<file path="config.mk">
export PLATFORM = sky130hd
export DESIGN_NAME = logic_serial_engine
export DESIGN_NICKNAME = d
export VERILOG_FILES = /design/src/rtl/logic_serial_engine.sv
export SDC_FILE = /design/constraint.sdc
export NUM_CORES = 1
export LEC_CHECK = 0
export BUFFER_PORTS_ARGS = -buffer_cell sky130_fd_sc_hd__buf_2
export CORE_MARGIN = 2
export CORE_UTILIZATION = 45
export DETAILED_ROUTE_END_ITERATION = 12
export PLACE_DENSITY = 0.67
export SLEW_MARGIN = 25
export SYNTH_ARGS = -nofsm -noshare
export SYNTH_HDL_FRONTEND = slang
export SYNTH_SLANG_ARGS = --single-unit
</file>
<file path="constraint.sdc">
create_clock -name clk -period 3.51 [get_ports clk]
set_clock_uncertainty 0.15 [all_clocks]
set_input_delay 0.702 -clock clk [delete_from_list [all_inputs] [get_ports clk]]
set_output_delay 0.702 -clock clk [all_outputs]
set_load 0.02 [all_outputs]
</file>
<file path="src/rtl/logic_serial_engine.sv">
// logic_serial_engine
// Sequencing stage that runs the per-bit reversible logical unit over a
// full-width operand pair, LANES bits per cycle, LSB first. The result is
// built up in a shift register and handed to the consumer over a
// valid/ready handshake.
//
// Optional feature macro: LOGIC_SERIAL_PARITY_EN
//   When defined, adds the 'parity' output: even parity (XOR reduction) of
//   the result. It is accumulated LANES bits per cycle during RUN.
//
// Ports:
//   clk        rising-edge clock
//   rst        synchronous, active-high reset
//   in_valid   operand pair and op code are valid
//   in_ready   engine can accept a new operation (IDLE)
//   a, b       W-bit operands
//   op         {s2,s1,s0} logic select
//   out_valid  result is valid (DONE)
//   out_ready  consumer accepts the result
//   out        W-bit result, held until the next result replaces it
//   zero       result is all zeros, qualified by out_valid
//   busy       engine is in RUN
//   parity     (LOGIC_SERIAL_PARITY_EN only) XOR reduction of the result
module logic_serial_engine #(
  parameter int W     = 32,
  parameter int LANES = 1
) (
  input  logic           clk,
  input  logic           rst,
  input  logic           in_valid,
  output logic           in_ready,
  input  logic [W-1:0]   a,
  input  logic [W-1:0]   b,
  input  logic [2:0]     op,
  output logic           out_valid,
  input  logic           out_ready,
  output logic [W-1:0]   out,
  output logic           zero,
  output logic           busy
`ifdef LOGIC_SERIAL_PARITY_EN
  ,
  output logic           parity
`endif
);

  localparam int STEPS = W / LANES;
  localparam int CW    = (STEPS > 1) ? $clog2(STEPS) : 1;
  localparam logic [CW-1:0] LAST = CW'(STEPS - 1);

  generate
    if ((LANES < 1) || ((W % LANES) != 0)) begin : g_bad_cfg
      $error("logic_serial_engine: W must be a positive multiple of LANES");
    end
  endgenerate

  typedef enum logic [1:0] {
    IDLE = 2'd0,
    RUN  = 2'd1,
    DONE = 2'd2
  } state_t;

  // Per-bit logical unit applied across all lanes at once.
  function automatic logic [LANES-1:0] lu_lanes(
    input logic [LANES-1:0] x,
    input logic [LANES-1:0] y,
    input logic [2:0]       s
  );
    case (s)
      3'b000:  lu_lanes = x & y;
      3'b001:  lu_lanes = x | y;
      3'b010:  lu_lanes = ~(x & y);
      3'b011:  lu_lanes = ~(x | y);
      3'b100:  lu_lanes = x ^ y;
      3'b101:  lu_lanes = x;
      3'b110:  lu_lanes = ~x;
      3'b111:  lu_lanes = ~(x ^ y);
      default: lu_lanes = {LANES{1'b0}};
    endcase
  endfunction

  state_t            state_r;
  state_t            state_nxt_s;
  logic [W-1:0]      a_sh_r;
  logic [W-1:0]      b_sh_r;
  logic [2:0]        op_r;
  logic [W-1:0]      res_r;
  logic [W-1:0]      res_nxt_s;
  logic [LANES-1:0]  lane_res_s;
  logic [CW-1:0]     cnt_r;
  logic [W-1:0]      out_r;
  logic              zero_r;
  logic              in_ready_r;
  logic              busy_r;
  logic              out_valid_r;
  logic              par_r;

  // Next-state decode for the IDLE/RUN/DONE sequencer.
  always_comb begin
    state_nxt_s = state_r;
    case (state_r)
      IDLE: begin
        if (in_valid) state_nxt_s = RUN;
        else          state_nxt_s = IDLE;
      end
      RUN: begin
        if (cnt_r == LAST) state_nxt_s = DONE;
        else               state_nxt_s = RUN;
      end
      DONE: begin
        if (out_ready) state_nxt_s = IDLE;
        else           state_nxt_s = DONE;
      end
      default: state_nxt_s = IDLE;
    endcase
  end

  // Current lane evaluation and the result register with new bits at the MSB end.
  always_comb begin
    lane_res_s = lu_lanes(a_sh_r[LANES-1:0], b_sh_r[LANES-1:0], op_r);
    res_nxt_s  = res_r >> LANES;
    res_nxt_s[W-1 -: LANES] = lane_res_s;
  end

  // Sequencer state, datapath shift registers and registered outputs.
  always_ff @(posedge clk) begin
    if (rst) begin
      state_r     <= IDLE;
      a_sh_r      <= {W{1'b0}};
      b_sh_r      <= {W{1'b0}};
      op_r        <= 3'b000;
      res_r       <= {W{1'b0}};
      cnt_r       <= {CW{1'b0}};
      out_r       <= {W{1'b0}};
      zero_r      <= 1'b0;
      in_ready_r  <= 1'b1;
      busy_r      <= 1'b0;
      out_valid_r <= 1'b0;
      par_r       <= 1'b0;
    end else begin
      state_r     <= state_nxt_s;
      // Handshake flags follow the next state so they line up with it.
      in_ready_r  <= (state_nxt_s == IDLE);
      busy_r      <= (state_nxt_s == RUN);
      out_valid_r <= (state_nxt_s == DONE);
      case (state_r)
        IDLE: begin
          if (in_valid) begin
            a_sh_r <= a;
            b_sh_r <= b;
            op_r   <= op;
            res_r  <= {W{1'b0}};
            cnt_r  <= {CW{1'b0}};
            par_r  <= 1'b0;
          end
        end
        RUN: begin
          a_sh_r <= a_sh_r >> LANES;
          b_sh_r <= b_sh_r >> LANES;
          res_r  <= res_nxt_s;
          par_r  <= par_r ^ (^lane_res_s);
          if (cnt_r == LAST) begin
            // Counter wraps only here; the finished word is published.
            cnt_r  <= {CW{1'b0}};
            out_r  <= res_nxt_s;
            zero_r <= ~(|res_nxt_s);
          end else begin
            cnt_r <= cnt_r + {{(CW-1){1'b0}}, 1'b1};
          end
        end
        DONE: begin
          // zero is only meaningful while out_valid is high.
          if (out_ready) zero_r <= 1'b0;
        end
        default: begin
          zero_r <= 1'b0;
        end
      endcase
    end
  end

  assign in_ready  = in_ready_r;
  assign busy      = busy_r;
  assign out_valid = out_valid_r;
  assign out       = out_r;
  assign zero      = zero_r;
`ifdef LOGIC_SERIAL_PARITY_EN
  assign parity    = par_r;
`endif

endmodule

</file>
==> results of run 1 <==
cell families (layout without fill, tap and decap cells):
group / count (synthesis) / after routing / share of synthesized area
AO/OA/AOI/OAI: 147 / 147 / 0.174
buffers and inverters: 67 / 149 / 0.0557
adder cells (fa/ha/maj): 4 / 4 / 0.00881
AND/OR/NAND/NOR: 363 / 363 / 0.260
multiplexers: 2 / 2 / 0.00440
flip-flops: 141 / 141 / 0.497
per-layer routing:
metal | up-vias | wire, µm | global-route usage
met4 | 0 | 224 | 0.0810
met2 | 106 | 5850 | 0.324
met5 | - | 0 | 0
met3 | 19 | 617 | 0.0509
li1 | 2619 | - | -
met1 | 2339 | 6230 | 0.253
flip-flops by register name, indices dropped and copies added (netlist names), 2 cells and up:
name / count
a_sh_r: 32
b_sh_r: 32
cnt_r: 5
op_r: 3
out: 32
res_r: 31
state_r: 2
cells in the final DEF, fill, tap and decap left out, types with 2 or more instances in the layout:
cell type,count
clkinvlp_4,3
o21ai_0,2
inv_1,3
nand3_1,37
a21oi_1,78
buf_2,105
and3_1,2
nand2_1,228
buf_12,2
clkbuf_16,17
nor2b_1,3
clkinv_2,3
nor2_1,72
buf_4,7
nor3b_1,2
nor4_1,8
a311oi_1,62
dfxtp_1,141
ha_1,4
clkbuf_1,3
bufinv_16,4
worst reg2reg max path, cell delays in order, from the launching register on:
cell	delay (ns)
dfxtp_1	0.37
ha_1	0.19
and3_1	0.17
ha_1	0.19
and2_1	0.64
buf_4	0.31
nand2_1	0.08
a21oi_1	0.13
synth_stat cells, types with 2 or more instances:
cell type / n
nand3_1: 37
nor2b_1: 4
buf_6: 2
buf_2: 28
a311oi_1: 62
ha_1: 4
a21oi_1: 78
dfxtp_1: 141
inv_1: 3
nor3b_1: 2
buf_4: 4
nor2_1: 72
nand2_1: 229
nand2b_1: 2
clkbuf_1: 29
and2_1: 2
o21ai_0: 2
nor4_1: 8
and3_1: 2
final cells by class:
class | count | area [µm²] | share of cell area
flip-flops and latches | 141 | 2820 | 0.412
repair buffers | 114 | 618 | 0.0903
well taps | 172 | 215 | 0.0314
clock buffers | 21 | 450 | 0.0658
multi-input cells | 516 | 2560 | 0.374
clock inverters | 11 | 166 | 0.0243
inverters | 3 | 11.3 | 0.00164
per-stage QoR:
stage | std cells | setup WS [ns] | utilization
3_3_place_gp | 946 | 1.10 | 0.500
3_5_place_dp | 946 | 1.09 | 0.500
6_report | 978 | 1.22 | 0.549
5_1_grt | 978 | 1.01 | 0.549
4_1_cts | 978 | 1.20 | 0.549
2_1_floorplan | 724 | 1.70 | -
worst paths after layout:
check,slack (ns),start,endpoint,depth (start not counted)
min reg2reg,0.30,out[18],out[18],2
max,1.22,cnt_r[0],out[25],7
max reg2reg,1.22,cnt_r[0],out[25],7
min,0.30,out[18],out[18],2
power by group:
group	internal (mW)	switching (mW)	total (mW)
logic	0.124	0.214	0.339
clock network	1.20	0.670	1.87
registers	1.68	0.0446	1.73
total	3.01	0.929	3.94
==> qor.txt, run 1 <==
Final Cell Area = 6850 µm²
initial antenna violation count = 0
max incr delay on CP = 0.64 ns
Final setup viols = 0
Final Cycle Share = 0.653
DRC violations left = 0
CTS tree = yes
arrival time worst endpoint = 2.49 ns
Starting DRT DRC Count = 297
nets = 868
total of max-cap violations = 0
Via density = 5.20
top cells by area, synth = dfxtp_1 (50%), nand2_1 (15%), a311oi_1 (9.6%), a21oi_1 (6.9%), nor2_1 (4.8%)
Mapped Avg Cell Area = 7.85 µm²
register area share after synthesis = 0.497
Initial Util = 0.456
warning count from the yosys run = 0
top-area cell type share of the netlist area = 0.497
Most used DFF post-synth = dfxtp_1
slowest stage cell, crit path = and2_1
Area Growth Syn to Fin = 20.5%
Post-synth EDFFs = 0
Num CTS Buffers = 17
fraction of final layout cells sized beyond drive strength 1 = 0.187
Row Count = 41
Mapped Nets = 799
#FFs+latches synth = 141
crit path kind = reg -> reg
wire per inst = 13.2 µm
peak supply drop = 260 µV
Peak Freq = 436 MHz
cts repair resizes = 0
Buffers on Ports = 106
Post-synth ARST share = 0
delay-heaviest family, CP = simple AND/OR/NAND/NOR gates
Cell Area, Placed = 6230 µm²
Crit path top cell by count = ha_1
Die W = 116 µm
postcts setup bufs = 0
Leak = 2.70 nW
RD Place Congestion = 0.728
Die Area = 13,500 µm²
first-pass GRT wire length = 21,400 µm
total power = 3.94 mW
Worst Setup End Kind = flip-flop
post-synth cell types = 32
Fillers = 1,152
dominant cell type by area after synthesis = dfxtp_1
RSZ-0062 raised after global routing = false
CTS Sinks = 141
Hold Slack = 0.298 ns
critical-path cell list = ha_1 > and3_1 > ha_1 > and2_1 > buf_4 > nand2_1 > a21oi_1
H-Tree Depth = 4
cts hold-fix bufs = 0
Max FO, Critical Path = 22
status = finished clean
clk_lat worst skew = 0.42 ns
Routed Antenna Nets = 0
Overflow after GRT = 0
Fin Setup TNS = 0 ns
Die Y = 116 µm
largest net degree at the start of global routing = 127
Rel. slew slack = 0.403
clock buffer depth = 2
number of global-route vias before repair = 4,701
Pwr Density = 575 nW/µm²
Detailed Place HPWL = 7960 µm
Post-Synthesis Cells = 724
Routed WL = 12,900 µm
root buf cell = clkbuf_16
worst path required time = 3.71 ns
First-pass DRT Iterations = 5
hold crit path type = reg -> reg
number of diodes = 0
worst path bufs/invs = 1
CORE AREA = 12,500 µm²
Fin. Hold Viols = 0
Slew Limit Fails = 0
CTS clk-pin slew, worst paths = 0.06 ns
post-layout min period = 2.29 ns
number of I/O pins = 107
worst-margin pin slew = 0.896 ns
Post-Syn Area = 5680 µm²
Total GRT Usage = 0.199
CP Launch Type = flip-flop
via count = 5,083
No activity file was read; power rests on OpenSTA's default activity.
==> run 2, diff against run 1 <==
--- a/config.mk
+++ b/config.mk
@@ -9,7 +9,7 @@
 export CORE_MARGIN = 2
 export CORE_UTILIZATION = 45
 export DETAILED_ROUTE_END_ITERATION = 12
-export PLACE_DENSITY = 0.67
+export PLACE_DENSITY = 0.69
 export SLEW_MARGIN = 25
 export SYNTH_ARGS = -nofsm -noshare
 export SYNTH_HDL_FRONTEND = slang
==> constraint.sdc (replaced) <==
create_clock -name clk -period 2.1 [get_ports clk]
set_clock_uncertainty 0.15 [all_clocks]
set_input_delay 0.42 -clock clk [delete_from_list [all_inputs] [get_ports clk]]
set_output_delay 0.42 -clock clk [all_outputs]
set_load 0.02 [all_outputs]
==> qor.txt, run 2 (same netlist as run 1, synthesis figures left out) <==
status = finished clean (unchanged)
Fin Setup TNS = 0 ns (unchanged)
Total GRT Usage = 0.196 (was 0.199)
Detailed Place HPWL = 8300 µm (was 7960 µm)
CTS tree = yes (unchanged)
clock buffer depth = 2 (unchanged)
Max FO, Critical Path = 5 (was 22)
H-Tree Depth = 4 (unchanged)
Cell Area, Placed = 6350 µm² (was 6230 µm²)
first-pass GRT wire length = 21,200 µm (was 21,400 µm)
Slew Limit Fails = 0 (unchanged)
metal2 WL = 5790 µm (was 5850 µm)
worst path bufs/invs = 1 (unchanged)
Die W = 116 µm (unchanged)
CORE AREA = 12,500 µm² (unchanged)
max incr delay on CP = 0.40 ns (was 0.64 ns)
cts repair resizes = 0 (unchanged)
Top Metal Used = met4 (unchanged)
commonest cells after routing, fill and taps aside = nand2_1 (228), dfxtp_1 (141), buf_2 (105), a21oi_1 (78), nor2_1 (72) (unchanged)
largest net degree at the start of global routing = 141 (was 127)
crit path kind = reg -> reg (unchanged)
Rel. slew slack = 0.611 (was 0.403)
RSZ-0062 raised after global routing = false (unchanged)
post-layout min period = 1.98 ns (was 2.29 ns)
cts hold-fix bufs = 0 (unchanged)
hold crit path type = in -> reg (was reg -> reg)
worst path required time = 2.26 ns (was 3.71 ns)
multi-input logic area = 2560 µm² (unchanged)
CP Launch Type = flip-flop (unchanged)
DRC violations left = 0 (unchanged)
Pwr Density = 941 nW/µm² (was 575 nW/µm²)
delay-heaviest family, CP = compound AO/OA/AOI/OAI gates (was simple AND/OR/NAND/NOR gates)
met3 WL = 635 µm (was 617 µm)
worst-margin pin slew = 0.584 ns (was 0.896 ns)
CTS Sinks = 141 (unchanged)
Final Cell Area = 6960 µm² (was 6850 µm²)
Final Cycle Share = 0.945 (was 0.653)
number of global-route vias before repair = 4,679 (was 4,701)
Starting DRT DRC Count = 310 (was 297)
arrival time worst endpoint = 2.14 ns (was 2.49 ns)
Worst Setup End Kind = flip-flop (unchanged)
Initial Util = 0.456 (unchanged)
register area = 2820 µm² (unchanged)
Die Area = 13,500 µm² (unchanged)
critical-path cell list = inv_1 > ha_1 > nand2_1 > o21ai_0 > and3_1 > a211o_1 > a31o_2 (was ha_1 > and3_1 > ha_1 > and2_1 > buf_4 > nand2_1 > a21oi_1)
commonest non-fill, non-tap cell in the layout = nand2_1 (unchanged)
Overflow after GRT = 0 (unchanged)
slowest stage cell, crit path = dfxtp_1 (was and2_1)
Fin. Hold Viols = 0 (unchanged)
number of diodes = 0 (unchanged)
wire per inst = 13.1 µm (was 13.2 µm)
Peak Freq = 504 MHz (was 436 MHz)
total of max-cap violations = 0 (unchanged)
nets = 875 (was 868)
root buf cell = clkbuf_16 (unchanged)
initial antenna violation count = 0 (unchanged)
First-pass DRT Iterations = 4 (was 5)
CTS clk-pin slew, worst paths = 0.05 ns (was 0.06 ns)
Routed Antenna Nets = 0 (unchanged)
Fillers = 1,167 (was 1,152)
number of I/O pins = 107 (unchanged)
Buffers on Ports = 106 (unchanged)
peak supply drop = 527 µV (was 260 µV)
Routed WL = 12,900 µm (about the same)
Num CTS Buffers = 17 (unchanged)
via count = 5,152 (was 5,083)
Via density = 5.24 (was 5.20)
clk_lat worst skew = 0.41 ns (was 0.42 ns)
Die Y = 116 µm (unchanged)
Final setup viols = 0 (unchanged)
Leak = 2.76 nW (was 2.70 nW)
postcts setup bufs = 0 (unchanged)
fraction of final layout cells sized beyond drive strength 1 = 0.194 (was 0.187)
Area Growth Syn to Fin = 22.4% (was 20.5%)
Row Count = 41 (unchanged)
wl on met1 = 6110 µm (was 6230 µm)
RD Place Congestion = 0.796 (was 0.728)
==> run 2: changes by cell type in the layout (fill, tap and decap cells not counted) <==
| cell | previous run | this run |
|---|---|---|
| clkbuf_8 | 1 | 5 |
| bufinv_16 | 4 | 3 |
| clkinv_4 | 1 | 0 |
| clkinv_2 | 3 | 2 |
| clkinvlp_4 | 3 | 1 |
| buf_12 | 2 | 7 |
| clkbuf_1 | 3 | 2 |
| buf_4 | 7 | 9 |
==> run 2: path summary, 6_finish.rpt <==
path	slack, ns	startpoint	to	cells past startpoint
worst max register to register	0.12	a_sh_r[0]	zero	7
worst max-delay path	0.12	a_sh_r[0]	zero	7
worst min register to register	0.30	out[27]	out[27]	2
worst min-delay path	0.1	b[31]	b_sh_r[31]	3
==> run 2: per-layer routing <==
| metal | global-route usage | vias to the layer above |
|---|---|---|
| met4 | 0.0889 | 0 |
| li1 | - | 2629 |
| met2 | 0.316 | 108 |
| met1 | 0.247 | 2390 |
| met3 | 0.0519 | 25 |
| met5 | 0 | - |
==> run 2: per-stage QoR <==
stage / hold slack [ns] / setup WS, ns / std cells / power [mW] / util
floorplan: 0.295 / 0.285 / 724 / 3.35 / -
global placement: 0.294 / 0.236 / 953 / 3.51 / 0.509
detailed placement: 0.297 / 0.131 / 953 / 3.53 / 0.509
CTS: 0.0819 / 0.120 / 983 / 6.60 / 0.558
global route: 0.0898 / 0.0478 / 983 / 6.80 / 0.558
finish: 0.0987 / 0.116 / 983 / 6.55 / 0.558
==> run 2: cell type report <==
class / instances / area share
Timing Repair Buffer: 121 / 0.105
Clock inverter: 6 / 0.0155
Sequential cell: 141 / 0.406
Tap cell: 172 / 0.0309
Clock buffer: 24 / 0.0721
Inverter: 3 / 0.00162
Multi-Input combinational cell: 516 / 0.369
==> run 2: report_power, final <==
group          internal [mW]  switching (mW)  leakage, nW
Combinational          0.230           0.364         1.32
Sequential              2.81          0.0746         1.15
Clock                   2.01            1.06        0.298
Total                   5.05            1.50         2.76
==> run 2: worst reg2reg max path: cells and delay by family, from the launching register on <==
| kind | cells | cell delay [ns] |
|---|---|---|
| compound gates | 3 | 0.62 |
| flops | 1 | 0.40 |
| fa+ha+maj | 1 | 0.34 |
| simple gates | 2 | 0.32 |
| buf+inv | 1 | 0.06 |
